`src/rtl/cmd_window_if.sv`:
```
// cmd_window_if: command/window/status bundle between the fast-domain driver (master) and cmd_window_gen (slave)
interface cmd_window_if #(
  parameter int WIN_W = 16,
  parameter int CNT_W = 16
);
  logic             command_en_sync;
  logic [WIN_W-1:0] win_len;
  logic             clr_status;
  logic             cmd_start;
  logic             win_active;
  logic             busy;
  logic [CNT_W-1:0] cmd_count;
  logic             overrun;
  modport master (
    output command_en_sync, win_len, clr_status,
    input  cmd_start, win_active, busy, cmd_count, overrun
  );
  modport slave (
    input  command_en_sync, win_len, clr_status,
    output cmd_start, win_active, busy, cmd_count, overrun
  );
endinterface

```
`src/rtl/cmd_window_gen.sv`:
```
// cmd_window_gen: accepts rising edges of command_en_sync on clk_fast (async reset rstn_fast), strobes cmd_start, opens a win_len window plus holdoff, counts commands and flags overruns over the bus slave port
module cmd_window_gen #(
  parameter int WIN_W   = 16,
  parameter int CNT_W   = 16,
  parameter int HOLDOFF = 4
) (
  input logic         clk_fast,
  input logic         rstn_fast,
  cmd_window_if.slave bus
);
  localparam int HW = HOLDOFF > 1 ? $clog2(HOLDOFF) : 1;
  localparam int CW = WIN_W > HW ? WIN_W : HW;
  localparam logic [CW-1:0] HOLD_LD = CW'(HOLDOFF > 0 ? HOLDOFF - 1 : 0);
  localparam logic [1:0] IDLE = 2'd0, WINDOW = 2'd1, HOLD = 2'd2;
  logic [1:0]       state, state_nxt;
  logic [CW-1:0]    cnt, cnt_nxt;
  logic [CNT_W-1:0] count_nxt;
  logic             prev, rise, accept, drop;
  always_comb begin
    rise      = bus.command_en_sync & ~prev;
    accept    = rise & (state == IDLE);
    drop      = rise & (state != IDLE);
    state_nxt = state;
    cnt_nxt   = cnt;
    case (state)
      IDLE: if (accept) begin
        state_nxt = |bus.win_len ? WINDOW : (HOLDOFF > 0 ? HOLD : IDLE);
        cnt_nxt   = |bus.win_len ? CW'(bus.win_len - 1'b1) : HOLD_LD;
      end
      WINDOW: begin
        state_nxt = |cnt ? WINDOW : (HOLDOFF > 0 ? HOLD : IDLE);
        cnt_nxt   = |cnt ? cnt - 1'b1 : HOLD_LD;
      end
      HOLD: begin
        state_nxt = |cnt ? HOLD : IDLE;
        cnt_nxt   = |cnt ? cnt - 1'b1 : cnt;
      end
      default: state_nxt = IDLE;
    endcase
    count_nxt = bus.clr_status ? CNT_W'(accept) : bus.cmd_count + CNT_W'(accept & ~&bus.cmd_count);
  end
  always_ff @(posedge clk_fast or negedge rstn_fast) begin
    if (!rstn_fast) begin
      state          <= IDLE;
      cnt            <= '0;
      prev           <= 1'b1;
      bus.cmd_start  <= 1'b0;
      bus.win_active <= 1'b0;
      bus.busy       <= 1'b0;
      bus.cmd_count  <= '0;
      bus.overrun    <= 1'b0;
    end else begin
      state          <= state_nxt;
      cnt            <= cnt_nxt;
      prev           <= bus.command_en_sync;
      bus.cmd_start  <= accept;
      bus.win_active <= state_nxt == WINDOW;
      bus.busy       <= state_nxt != IDLE;
      bus.cmd_count  <= count_nxt;
      bus.overrun    <= ~bus.clr_status & (bus.overrun | drop);
    end
  end
endmodule

```
`src/flat_wrapper.sv`:
```
// flat-port wrapper written by rule: the top's interface ports become plain ports
module cmd_window_gen_flat 
#(
  parameter int WIN_W   = 16,
  parameter int CNT_W   = 16,
  parameter int HOLDOFF = 4
)
  (clk_fast, rstn_fast, bus_command_en_sync, bus_win_len, bus_clr_status, bus_cmd_start, bus_win_active, bus_busy, bus_cmd_count, bus_overrun);
  cmd_window_if #(.WIN_W(WIN_W), .CNT_W(CNT_W)) bus_i ();
  input logic clk_fast;
  input logic rstn_fast;
  input wire logic [$bits(bus_i.command_en_sync)-1:0] bus_command_en_sync;
  input wire logic [$bits(bus_i.win_len)-1:0] bus_win_len;
  input wire logic [$bits(bus_i.clr_status)-1:0] bus_clr_status;
  output wire logic [$bits(bus_i.cmd_start)-1:0] bus_cmd_start;
  output wire logic [$bits(bus_i.win_active)-1:0] bus_win_active;
  output wire logic [$bits(bus_i.busy)-1:0] bus_busy;
  output wire logic [$bits(bus_i.cmd_count)-1:0] bus_cmd_count;
  output wire logic [$bits(bus_i.overrun)-1:0] bus_overrun;
  assign bus_i.command_en_sync = bus_command_en_sync;
  assign bus_i.win_len = bus_win_len;
  assign bus_i.clr_status = bus_clr_status;
  assign bus_cmd_start = bus_i.cmd_start;
  assign bus_win_active = bus_i.win_active;
  assign bus_busy = bus_i.busy;
  assign bus_cmd_count = bus_i.cmd_count;
  assign bus_overrun = bus_i.overrun;
  cmd_window_gen #(.WIN_W(WIN_W), .CNT_W(CNT_W), .HOLDOFF(HOLDOFF)) u_core (.clk_fast(clk_fast), .rstn_fast(rstn_fast), .bus(bus_i));
endmodule
```
`config.mk`:
```
export PLATFORM = sky130hd
export DESIGN_NAME = cmd_window_gen_flat
export DESIGN_NICKNAME = d
export VERILOG_FILES = /design/src/rtl/cmd_window_if.sv /design/src/rtl/cmd_window_gen.sv /design/src/flat_wrapper.sv
export SDC_FILE = /design/constraint.sdc
export NUM_CORES = 1
export LEC_CHECK = 0
export ABC_AREA = 0
export CAP_MARGIN = 10
export CELL_PAD_IN_SITES_DETAIL_PLACEMENT = 1
export CELL_PAD_IN_SITES_GLOBAL_PLACEMENT = 2
export CORE_UTILIZATION = 35
export CTS_CLUSTER_DIAMETER = 150
export CTS_CLUSTER_SIZE = 40
export DETAILED_ROUTE_END_ITERATION = 6
export HOLD_SLACK_MARGIN = 0.02
export MAX_ROUTING_LAYER = met4
export PLACE_DENSITY = 0.84
export SETUP_SLACK_MARGIN = 0.1
export SLEW_MARGIN = 25
export SYNTH_ARGS = -nofsm -noshare
export SYNTH_HDL_FRONTEND = slang
export SYNTH_SLANG_ARGS = --single-unit
```
`constraint.sdc`:
```
create_clock -name clk_fast -period 3.7 [get_ports clk_fast]
set_clock_uncertainty 0.2 [all_clocks]
set_input_delay 0.925 -clock clk_fast [delete_from_list [all_inputs] [get_ports clk_fast]]
set_output_delay 0.925 -clock clk_fast [all_outputs]
set_load 0.05 [all_outputs]
```
Word-level counts from Yosys, hierarchy flattened --
Index checks and enable logic that the tools add are counted.
Word-level totals: register bits 39, input bits 20
Operators by class: bitwise gates (word level) 8, $add $sub $neg 3, reductions and logical operators 9, mux-type cells 11, equal/unequal tests 5
Operator list (count):
- $mux W16 | 5
- $pmux W16 S3 | 1
- $reduce_or A16 Y1 | 2
- $sub A16 B1 Y16 const B | 2
- $add A16 B16 Y16 | 1
- $reduce_and A16 Y1 | 1
- $mux W2 | 4
- $pmux W2 S3 | 1
- $and A1 B1 Y1 | 5
- $eq A2 B1 Y1 const B | 2
- $ne A2 B1 Y1 const B | 2
- $reduce_bool A2 Y1 | 2
- $reduce_and A3 Y1 | 1
- $reduce_bool A3 Y1 | 1
- $eq A2 B2 Y1 const B | 1
- $logic_not A2 Y1 | 1
- $not A1 Y1 | 2
- $logic_not A1 Y1 | 1
- $or A1 B1 Y1 | 1

Depth between registers and ports, before layout --
word-level depth 6, depth in mapped cells 12, depth with buffers taken out 12

Worst setup path before layout --
Ideal clock, no wire load.
path kind input port to flip-flop, start point input port bus_win_len[5], end point register u_core.cnt[9], slack 1.120 ns, data arrival time 2.259 ns, cell stages on the path 6, path buffers 0, path through nor4_2 > nand3b_1 > or3_1 > xor2_1 > o22ai_2 > a22o_1
On the way: word-level cells in the longest chain between the ends 4
RTL lines:
- from (decl) | line flat_wrapper.sv:13 | input wire logic [$bits(bus_i.win_len)-1:0] bus_win_len;
- $sub A16 B1 Y16 / $reduce_or A16 Y1 (equally long branches) | line cmd_window_gen.sv:28 | cnt_nxt = |bus.win_len ? CW'(bus.win_len - 1'b1) : HOLD_LD;
- $mux W16 (*) | line cmd_window_gen.sv:28
- $mux W16 (*) | line cmd_window_gen.sv:26 | IDLE: if (accept) begin
- $pmux W16 S3 (*) | line cmd_window_gen.sv:25 | case (state)
- to (signal assigned) | line cmd_window_gen.sv:54 | cnt <= cnt_nxt;
- to (decl) | line cmd_window_gen.sv:16 | logic [CW-1:0] cnt, cnt_nxt;
Every way passes the cells marked *; elsewhere a longest branch is shown, timed or not. The select of a mux whose other input is x is not followed. A chain may end at the register's enable or synchronous reset.

Worst setup path after layout --
start point register u_core.cnt[0], end point register u_core.cnt[8]
On the way: word-level cells in the longest chain between the ends 3
RTL lines:
- $sub A16 B1 Y16 / $reduce_or A16 Y1 (equally long branches) | line cmd_window_gen.sv:32, cmd_window_gen.sv:36
- $mux W16 (tied with other cells) | line cmd_window_gen.sv:36 | cnt_nxt = |cnt ? cnt - 1'b1 : cnt;
- $pmux W16 S3 / $reduce_and A3 Y1 (equally long branches)
Several ways; a longest one is shown, not always the timed one. The select of a mux whose other input is x is not followed.

==> summary.md <==
| Metric | Value |
|---|---|
| Outcome | finished clean |
| Num rows | 30 |
| DRT iter0 DRCs | 60 |
| Full die area | 7390 um^2 |
| Num CTS Buffers | 5 |
| Tot GR Track Use | 0.189 |
| DRC viols | 0 |
| Cells after Synth | 279 |
| RSZ-0062 raised after global routing | false |
| Global-route wire length before repair | 10,800 um |
| Critical Setup Path Class | reg2reg |
| Largest area contributor in the netlist | dfrtp_1 |
| Crit-path max FO | 13 |
| Final Cycle Share | 0.802 |
| Netlist cell types | 48 |
| DRT Wirelength | 6240 um |
| Most common cell in the netlist | nor2_1 |
| Clock root buffer | clkbuf_8 |
| Nets@finish | 353 |
| Yosys warnings | 0 |
| CTS tree | done |
| Min-Delay Path Class | reg2reg |
| Top FF cell, synth | dfrtp_1 |
| Setup_tns | 0 ps |
| Hold buffer count at CTS | 0 |
| CTS sink count | 39 |
| GRT overflow | 0 |
| Largest net degree at the start of global routing | 40 |
| Post-Syn Area | 2470 um^2 |
| Setup Viol. Count Final | 0 |
| Final hold violation count | 0 |
| Clock latency on the worst-skew pair | 290 ps |
| Worst Tran Pin Value | 903 ps |
| Clk network pwr share | 0.182 |
| Die W | 86.0 um |
| Routed Antenna Nets | 0 |
| Synth async-reset ratio | 1.00 |
| Via count | 2,179 |
| Sequential area share after synthesis | 0.396 |
| Vias in the first global route | 2,247 |
| Synth top area share | 0.385 |
| Relative slew slack | 0.398 |
| IO buf count | 39 |
| Combinational power share | 0.414 |
| Number of setup buffers added after CTS | 0 |
| Total power | 1.53 mW |
| Sw power | 0.609 mW |
| Top post-synthesis cells by area | dfrtp_1, nor2_1, xor2_1 |
| Longest Clk Path Bufs | 2 |
| CP Cell Sequence | inv_1 > ha_1 > nor4b_2 > nand4_2 > o311ai_4 > buf_4 > o21ai_1 > a221o_1 |
| Via density | 5.18 |
| Die Ht | 86.0 um |
| Final min period | 2970 ps |
| Post-CTS resize count | 0 |
| Startpoint Class | flip-flop |
| Htree depth | 2 |
| Pint | 0.925 mW |
| Design Area, Final | 3070 um^2 |
| Pwr Density | 500 nW/um^2 |
| Core area | 6790 um^2 |
| Post-synth top cells | nor2_1, dfrtp_1, o21ai_0 |
| Avg Cell Area, Syn | 8.85 um^2 |
| Clk slew on worst S/H paths | 80 ps |
| Sequential share of power | 0.404 |
| HPWL Detailed | 4830 um |
| Syn nets | 308 |
| I/O pin count | 40 |
| Pleak | 1.22 nW |
| Pre-CTS setup slack | 462 ps |
| Worst IR Drop VDD | 0.190 mV |
| Crit path largest cell delay | 620 ps |
| Fraction of layout cells with a size suffix above 1 | 0.0831 |
| DRT Pass-1 Iters | 4 |
| #FFs+latches synth | 39 |
| Initial antenna violation count | 0 |
| Max Cap Viol | 0 |
| Max Slew Vio Count | 0 |
| Placer Congestion | 0.734 |
| Sw Share | 0.397 |
| EDFF count, synth | 0 |
| WP data required | 3670 ps |
| Antenna cells | 0 |
| Wire per inst | 14.8 um |
| Fmax achieved | 0.337 GHz |
| Worst path arrival time | 2940 ps |
| Crit path capture type | flip-flop |
| Initial Util | 0.363 |
| Placement Cell Area | 2980 um^2 |
| Slowest-stage cell, CP | o311ai_4 |
| Setup ws final | 733 ps |
| Syn-to-layout area delta | 24.2% |
==> critical path: cells and delay by family (launching register included) <==
kind            cells  cell delay, ps
fa+ha+maj           1             260
simple gates        2             600
flops               1             420
compound gates      3             990
buf+inv             2             380
==> cell type report <==
cell class                      count  area, um^2
Fill cell                         806        3730
Multi-Input combinational cell    220        1400
Sequential cell                    39         977
Timing Repair Buffer               47         445
Tap cell                           96         120
Clock buffer                        7        76.3
Inverter                           11        41.3
Clock inverter                      1        5.00
==> placed cells by master, fill, tap and decap left out, types with 3 or more instances in the layout <==
master           count
clkbuf_8             5
xnor2_1             10
inv_1               11
nand4_1              6
a31oi_1              3
nand2b_1             3
clkdlybuf4s50_1     38
nand3_1             14
o21ai_0             24
nand3b_1             4
a22o_1               5
nor2_1              40
xor2_1              16
or3_1                5
o22ai_1              4
nor3_1              13
a21oi_1             12
nor4_1               4
dfrtp_1             38
nand2_1             18
buf_4                8
ha_1                 9
==> layer usage <==
metal,vias to the layer above,part of all wire,global-route usage
met2,42,0.50,0.328
li1,1092,-,-
met4,0,0.0070,0.0364
met3,5,0.029,0.0298
met5,-,0,-
met1,1040,0.47,0.234
==> stage by stage <==
step	cells	util	hold WS [ps]
2_1_floorplan	279	-	272
3_5_place_dp	413	0.439	320
5_1_grt	421	0.451	360
4_1_cts	421	0.451	339
3_3_place_gp	413	0.439	281
6_report	421	0.451	330
==> flip-flops by register name, indices dropped and copies added (netlist names) <==
signal / count
u_core.cnt: 16
u_core.bus.cmd_start: 1
u_core.state: 2
u_core.bus.overrun: 1
u_core.prev: 1
u_core.bus.win_active: 1
u_core.bus.busy: 1
u_core.bus.cmd_count: 16
==> cell families after synthesis <==
logic type / synth area share
buffers and inverters: 0.0370
adders and majority gates: 0.0456
DFF: 0.396
and+or+nand+nor: 0.263
AOI/OAI and AO/OA: 0.162
muxes: 0.00456
xor gates and xnor gates: 0.0922
==> power groups by stage <==
stage | clock [mW] | sequential (mW) | combinational (mW)
final | 0.280 | 0.620 | 0.635
after global routing | 0.306 | 0.638 | 0.703
after CTS | 0.291 | 0.621 | 0.645
after detailed placement | 0 | 0.629 | 0.641
after global placement | 0 | 0.627 | 0.625
after floorplan | 0 | 0.633 | 0.446
==> path summary, 6_finish.rpt <==
check,start,to,slack (ps),cells past startpoint
worst max-delay path,u_core.cnt[0]$_DFFE_PN0P_,u_core.cnt[8]$_DFFE_PN0P_,730,8
worst min-delay path,u_core.cnt[12]$_DFFE_PN0P_,u_core.cnt[12]$_DFFE_PN0P_,330,2
worst max register to register,u_core.cnt[0]$_DFFE_PN0P_,u_core.cnt[8]$_DFFE_PN0P_,730,8
worst min register to register,u_core.cnt[12]$_DFFE_PN0P_,u_core.cnt[12]$_DFFE_PN0P_,330,2
max in group asynchronous,rstn_fast,u_core.bus.cmd_count[4]$_DFF_PN0_,2170,1
min in group asynchronous,rstn_fast,u_core.bus.busy$_DFF_PN0_,550,1
Note: power is estimated with default switching activity, not from simulation.
